[src/rtl/lzd_denorm.sv]
// Two-stage denormalizer: restores a fixed-point value from a normalized
// mantissa and its leading-zero count by a logical right shift. It also reports
// any 1-bits lost off the bottom (sticky), and counts lossy output transfers.
module lzd_denorm #(
    parameter int unsigned WIDTH = 16,
    localparam int unsigned CW = $clog2(WIDTH)
) (
    input  logic             clk,
    input  logic             rst_n,
    input  logic             in_valid,
    output logic             in_ready,
    input  logic [WIDTH-1:0] in_mant,
    input  logic [CW:0]      in_lzc,
    input  logic             in_zero,
    output logic             out_valid,
    input  logic             out_ready,
    output logic [WIDTH-1:0] out_data,
    output logic             out_zero,
    output logic             out_sticky,
    output logic [15:0]      lost_cnt,
    input  logic             cnt_clr
);

    logic             s1_valid;
    logic [WIDTH-1:0] s1_mant;
    logic [CW:0]      s1_lzc;
    logic             s1_zero;

    logic s1_en;
    logic s2_en;

    // Both stages advance together, so in_ready follows out_ready combinationally.
    assign s2_en    = ~out_valid | out_ready;
    assign s1_en    = ~s1_valid | s2_en;
    assign in_ready = s1_en;

    // Logarithmic shifter: level g shifts by 2**g and collects the bits it drops.
    logic [WIDTH-1:0] lvl [CW+1];
    logic [CW:0]      stk;

    assign lvl[0] = s1_mant;
    assign stk[0] = 1'b0;

    for (genvar g = 0; g < CW; g++) begin : g_shift
        localparam int unsigned SH = 2 ** g;
        localparam logic [WIDTH-1:0] MASK = ~({WIDTH{1'b1}} << SH);
        assign lvl[g+1] = s1_lzc[g] ? (lvl[g] >> SH) : lvl[g];
        assign stk[g+1] = stk[g] | (s1_lzc[g] & (|(lvl[g] & MASK)));
    end

    logic [WIDTH-1:0] s2_data_d;
    logic             s2_sticky_d;

    // Select the S2 result: zero source wins, then overshift, then normal shift.
    always_comb begin
        s2_data_d   = lvl[CW];
        s2_sticky_d = stk[CW];
        if (s1_zero) begin
            s2_data_d   = '0;
            s2_sticky_d = 1'b0;
        end else if (s1_lzc[CW]) begin
            // Count >= WIDTH: every mantissa bit is shifted out.
            s2_data_d   = '0;
            s2_sticky_d = |s1_mant;
        end
    end

    // Stage 1: capture the input transaction unmodified.
    always_ff @(posedge clk or negedge rst_n) begin
        if (!rst_n) begin
            s1_valid <= 1'b0;
            s1_mant  <= '0;
            s1_lzc   <= '0;
            s1_zero  <= 1'b0;
        end else if (s1_en) begin
            s1_valid <= in_valid;
            s1_mant  <= in_mant;
            s1_lzc   <= in_lzc;
            s1_zero  <= in_zero;
        end
    end

    // Stage 2: register the shifted result; hold it while stalled.
    always_ff @(posedge clk or negedge rst_n) begin
        if (!rst_n) begin
            out_valid  <= 1'b0;
            out_data   <= '0;
            out_zero   <= 1'b0;
            out_sticky <= 1'b0;
        end else if (s2_en) begin
            out_valid  <= s1_valid;
            out_data   <= s2_data_d;
            out_zero   <= (s2_data_d == '0);
            out_sticky <= s2_sticky_d;
        end
    end

    // Saturating count of lossy output transfers; clear wins over increment.
    always_ff @(posedge clk or negedge rst_n) begin
        if (!rst_n) begin
            lost_cnt <= '0;
        end else if (cnt_clr) begin
            lost_cnt <= '0;
        end else if (out_valid && out_ready && out_sticky && (lost_cnt != 16'hFFFF)) begin
            lost_cnt <= lost_cnt + 16'd1;
        end
    end

endmodule

[config.mk]
export PLATFORM = sky130hd
export DESIGN_NAME = lzd_denorm
export DESIGN_NICKNAME = d
export VERILOG_FILES = /design/src/rtl/lzd_denorm.sv
export SDC_FILE = /design/constraint.sdc
export NUM_CORES = 1
export LEC_CHECK = 0
export ABC_AREA = 1
export BUFFER_PORTS_ARGS = -buffer_cell sky130_fd_sc_hd__buf_2
export CAP_MARGIN = 20
export CORE_ASPECT_RATIO = 1.75
export CORE_UTILIZATION = 35
export CTS_CLUSTER_SIZE = 40
export DETAILED_ROUTE_END_ITERATION = 10
export SLEW_MARGIN = 30
export SYNTH_ARGS = -nofsm -noshare
export SYNTH_HDL_FRONTEND = slang
export SYNTH_SLANG_ARGS = --single-unit
[constraint.sdc]
create_clock -name clk -period 2.7 [get_ports clk]
set_clock_uncertainty 0.05 [all_clocks]
set_input_delay 0.135 -clock clk [delete_from_list [all_inputs] [get_ports clk]]
set_output_delay 0.135 -clock clk [all_outputs]
set_load 0.03 [all_outputs]
Yosys cells after proc, flatten, opt, wreduce, memory -nomap -nowiden
Cells that the tools add are included.
{"block": "classes", "bitwise": 11, "muxes": 10, "n_eq_ne": 1, "n_reduce_logical": 9, "n_addsub": 1}
{"cell": "16-bit 2-to-1 mux", "n": 8}
{"cell": "16-bit by 1-bit adder with 16-bit output (second input constant)", "n": 1}
{"cell": "16-bit zero test", "n": 1}
{"cell": "16-bit != test (second input constant)", "n": 1}
{"cell": "16-bit OR reduction", "n": 1}
{"cell": "8-bit OR reduction", "n": 1}
{"cell": "1-bit bitwise OR", "n": 5}
{"cell": "1-bit AND", "n": 4}
{"cell": "4-bit OR reduction", "n": 1}
{"cell": "1-bit logical AND", "n": 3}
{"cell": "1-bit 2-to-1 mux", "n": 2}
{"cell": "1-bit NOT", "n": 2}
{"cell": "2-bit nonzero test", "n": 1}
{"cell": "2-bit OR reduction", "n": 1}
{"block": "totals", "output_inout_bits": 36, "input_bits": 27, "register_bits": 58}

Depth between registers and ports, before layout
{"block": "logic_depth", "depth_word": 8, "ltp_mapped": 15, "ltp_nobuf": 13}

Least setup slack after synthesis
Ideal clock, no wire load.
{"block": "synth_timing", "kind": "reg2reg", "start": "reg lost_cnt[0]", "end": "reg lost_cnt[12]", "setup_time_ns": 0.120, "period_less_slack_ns": 1.732, "stages_incl_launch_ff": 11, "slack_ns": 0.968, "arrival_time_ns": 1.561, "path_cell_list": "dfrtp_1 ha_1 nand3_1 nor2_1 nand3_1 nand2_1 buf_2 nor3_2 nand2_1 nor2_1 nor2_1"}
{"block": "synth_between", "elab_chain_cells": 3}
{"item": "start: declaration", "line_no": "20", "text": "output logic [15:0] lost_cnt,"}
{"item": "start signal: assignment", "line_no": "105", "text": "lost_cnt <= lost_cnt + 16'd1;"}
{"item": "16-bit by 1-bit adder with 16-bit output / 16-bit != test (equally long branches)", "line_no": "105, 104"}
{"item": "16-bit 2-to-1 mux / 1-bit logical AND (equally long branches)", "line_no": "104", "text": "end else if (out_valid && out_ready && out_sticky && (lost_cnt != 16'hFFFF)) begin"}
{"item": "16-bit 2-to-1 mux / 2-bit nonzero test (equally long branches)"}
Several ways; a longest one is shown, not always the timed one. The select of a mux whose other input is x is not followed.
A chain may end at the register's enable or synchronous reset.

Final worst setup path
{"block": "layout_timing", "start": "reg lost_cnt[0]", "end": "reg lost_cnt[11]"}
Same word-level chain as after synthesis.

==> metrics.md <==
| Metric | Value |
|---|---|
| Syn Nets | `484` |
| Post-cts resize count | `0` |
| Unrepaired setup endpoints after global routing | `no` |
| Die ar. | `0.0103 sq mm` |
| Yosys top cell area share | `42.0%` |
| First-pass GRT wire length | `15,600 um` |
| Hold crit path type | `in2reg` |
| Worst path slowest cell | `dfrtp_1` |
| DRT iter0 DRCs | `279` |
| DRC viols | `0` |
| Gpl congestion | `0.914` |
| Clk slew on worst S/H paths | `0.05 ns` |
| Arrival time at the worst endpoint | `2.34 ns` |
| DIE WIDTH | `77.1 um` |
| Synth Register Bits | `58` |
| Worst setup EP type | `flip-flop` |
| CTS H-tree depth | `3` |
| Num rows | `47` |
| Mapped Area | `0.00345 sq mm` |
| Synth unique cells | `32` |
| Vias in the first global route | `3,270` |
| Synth Area in Simple Gates | `36.9%` |
| Asr flop ratio synth | `100%` |
| Final core utilization | `45.7%` |
| Core box area | `0.00953 sq mm` |
| GR Overflow Total | `0` |
| Max Cap Viol | `0` |
| Layout net count | `566` |
| Mapped Cells | `456` |
| Worst-Skew Late Latency | `0.33 ns` |
| Worst Hold Launch | `in_lzc[3]` |
| Final Max Slew Viols | `0` |
| CP bufs+invs | `1` |
| Share of cells above drive strength 1 | `22.5%` |
| Xor and xnor area share after synthesis | `0.254%` |
| Starting Density | `36.3%` |
| Cell Chain, Critical Path | `ha_1 -> nand3_1 -> nor2_1 -> nand3_1 -> nand2_1 -> clkinv_1 -> nand3_1 -> o21ai_0 -> a21oi_1` |
| Ant diodes | `0` |
| Clock root cell | `clkbuf_16` |
| Top Ports | `63` |
| Flop-to-flop setup slack | `0.56 ns` |
| CP delay by family, top | `simple AND/OR/NAND/NOR gates` |
| Final setup TNS | `0 ns` |
| Reg-to-reg startpoint | `lost_cnt[0]$_DFFE_PN0P_` |
| Fillers | `1,016` |
| Hold Crit Endpoint | `s1_lzc[3]$_DFFE_PN0P_` |
| Slew at the pin closest to its max-slew limit | `0.741 ns` |
| Antenna Violating Nets Remaining | `0` |
| Leak pwr | `2.15 nW` |
| Worst path max stage delay | `0.39 ns` |
| Drt pass-1 iters | `4` |
| Status | `finished clean` |
| PD cells | `645 mW/mm^2` |
| Req. time, crit path | `2.90 ns` |
| Via density | `5.01` |
| CP most frequent cell | `nand3_1` |
| Worst Hold Path Cells | `3` |
| Most common cell in the netlist | `nand2_1` |
| Area contributors post-synth | `dfrtp_1 42%, nand2_1 17%, nand3_1 7.4%` |
| RR Endpoint | `lost_cnt[11]$_DFFE_PN0P_` |
| Wire length per cell | `13.8 um` |
| Initial antenna violation count | `0` |
| CTS Buf Count | `9` |
| Die Y | `133 um` |
| Pin count of the biggest net entering global routing | `59` |
| # port buffers | `62` |
| Area growth, synth to finish | `26.0%` |
| Gr usage total | `19.4%` |
| Maximum vdd drop | `0.393 mV` |
| Final WL | `9150 um` |
| Fin cells | `664` |
| Final setup viols | `0` |
| Post-synthesis sequential area ratio | `42.0%` |
| Endpoints failing hold | `0` |
| Post-DP HPWL | `6800 um` |
| Largest area contributor in the netlist | `dfrtp_1` |
| Primary FF master, synth | `dfrtp_1` |
| Clock Sinks | `58` |
| Fmax | `467 MHz` |
| Worst-path maximum fanout | `11` |
| Largest family of logic cells by synthesized area | `simple AND/OR/NAND/NOR gates` |
| CTS tree | `done` |
| Vias post-DR | `3,328` |
| CTS max path bufs | `2` |
| List of most frequent post-synthesis cells | `153 x nand2_1, 58 x dfrtp_1, 51 x nand3_1` |
| Relative slew slack | `50.6%` |
| Post-Syn Area per Cell | `7.58 sq um` |
| R2R depth | `9` |
| Cells after DPL | `625` |
| Adder-cell share of the synthesized area | `0.362%` |
| Post-synth EDFFs | `0` |
| Synth warn | `0` |
| Crit path kind | `reg2reg` |
| Synth Area in Compound Gates | `7.93%` |
| Tmin final | `2.14 ns` |
| CP Launch Type | `flip-flop` |
| Tcrit/Tclk final | `79.3%` |
| Multiplexer share of the synthesized area | `4.56%` |
==> cell type report <==
class                           instances  area, sq um  area share, %
Sequential cell                        58         1450           33.4
Multi-Input combinational cell        345         1730           39.7
Inverter                               35          141           3.25
Tap cell                              122          153           3.51
Timing Repair Buffer                   89          573           13.2
Clock inverter                          2         35.0          0.805
Clock buffer                           13          270           6.21
==> where the power goes <==
group | total (W) | internal, W | leakage [nW] | switching (W)
combinational | 0.000609 | 0.000210 | 1.26 | 0.000400
sequential | 0.00103 | 0.000943 | 0.742 | 0.0000879
clock | 0.00116 | 0.000782 | 0.152 | 0.000383
==> state kept, by name, summed over array words and instances (netlist names), 5 cells and up <==
signal / count
lost_cnt: 16
s1_lzc: 5
out_data: 16
s1_mant: 16
==> how the worst max path moves through the flow <==
| stage | startpoint | end | depth (start not counted) |
|---|---|---|---|
| 2_1_floorplan | lost_cnt[0]$_DFFE_PN0P_ | lost_cnt[12]$_DFFE_PN0P_ | 10 |
| 3_5_place_dp | lost_cnt[1]$_DFFE_PN0P_ | lost_cnt[11]$_DFFE_PN0P_ | 9 |
| 6_report | lost_cnt[0]$_DFFE_PN0P_ | lost_cnt[11]$_DFFE_PN0P_ | 9 |
| 4_1_cts | lost_cnt[1]$_DFFE_PN0P_ | lost_cnt[11]$_DFFE_PN0P_ | 9 |
| 3_3_place_gp | lost_cnt[1]$_DFFE_PN0P_ | lost_cnt[11]$_DFFE_PN0P_ | 9 |
| 5_1_grt | lost_cnt[0]$_DFFE_PN0P_ | lost_cnt[11]$_DFFE_PN0P_ | 9 |
==> per-layer routing <==
metal,global-route usage (%),vias up,share of wire [%]
li1,-,1675,-
met1,21.4,1534,40
met2,35.2,92,53
met3,3.77,27,4.0
met4,9.12,0,2.8
met5,0,-,0
==> kinds of logic after synthesis <==
kind of cell | count (synthesis)
fa+ha+maj | 1
simple gates | 277
mux | 14
compound gates | 52
buf+inv | 53
xor+xnor | 1
flops | 58
==> timing repair <==
| action | 4_1_cts | 5_1_grt |
|---|---|---|
| endpoints found under the hold margin | 82 | 0 |
| setup buffers | 0 | 0 |
| hold buffers | 24 | 0 |
==> worst reg2reg max path: stages, from the launching register on <==
cell and delay, ns:
dfrtp_1 0.39, ha_1 0.22, nand3_1 0.10, nor2_1 0.12
nand3_1 0.08, nand2_1 0.33, clkinv_1 0.36, nand3_1 0.18
o21ai_0 0.09, a21oi_1 0.15
==> per-stage QoR <==
step	cell area [sq um]	power, W	hold slack (ns)	setup WS (ns)
floorplan	3450	0.00147	-0.211	0.968
global placement	3810	0.00162	0.276	0.630
detailed placement	3810	0.00163	0.283	0.615
CTS	4350	0.00283	0.0110	0.590
global route	4350	0.00295	0.0374	0.373
finish	4350	0.00280	0.0169	0.559
==> placed cells by master, fill, tap and decap left out, types with 3 or more instances in the layout <==
master	instances
clkbuf_16	9
clkbuf_8	3
dfrtp_1	58
nand2_1	153
a21oi_1	14
o21ai_0	29
buf_2	62
nand3_2	7
nand4_1	9
o21ai_1	3
nor3_1	10
dlygate4sd3_1	24
inv_1	28
inv_2	3
nand2_4	6
mux2_2	14
nand2_2	7
nor3_2	3
nand3_1	51
buf_4	3
nor2_1	27
Power figures use the tool's default switching activity.
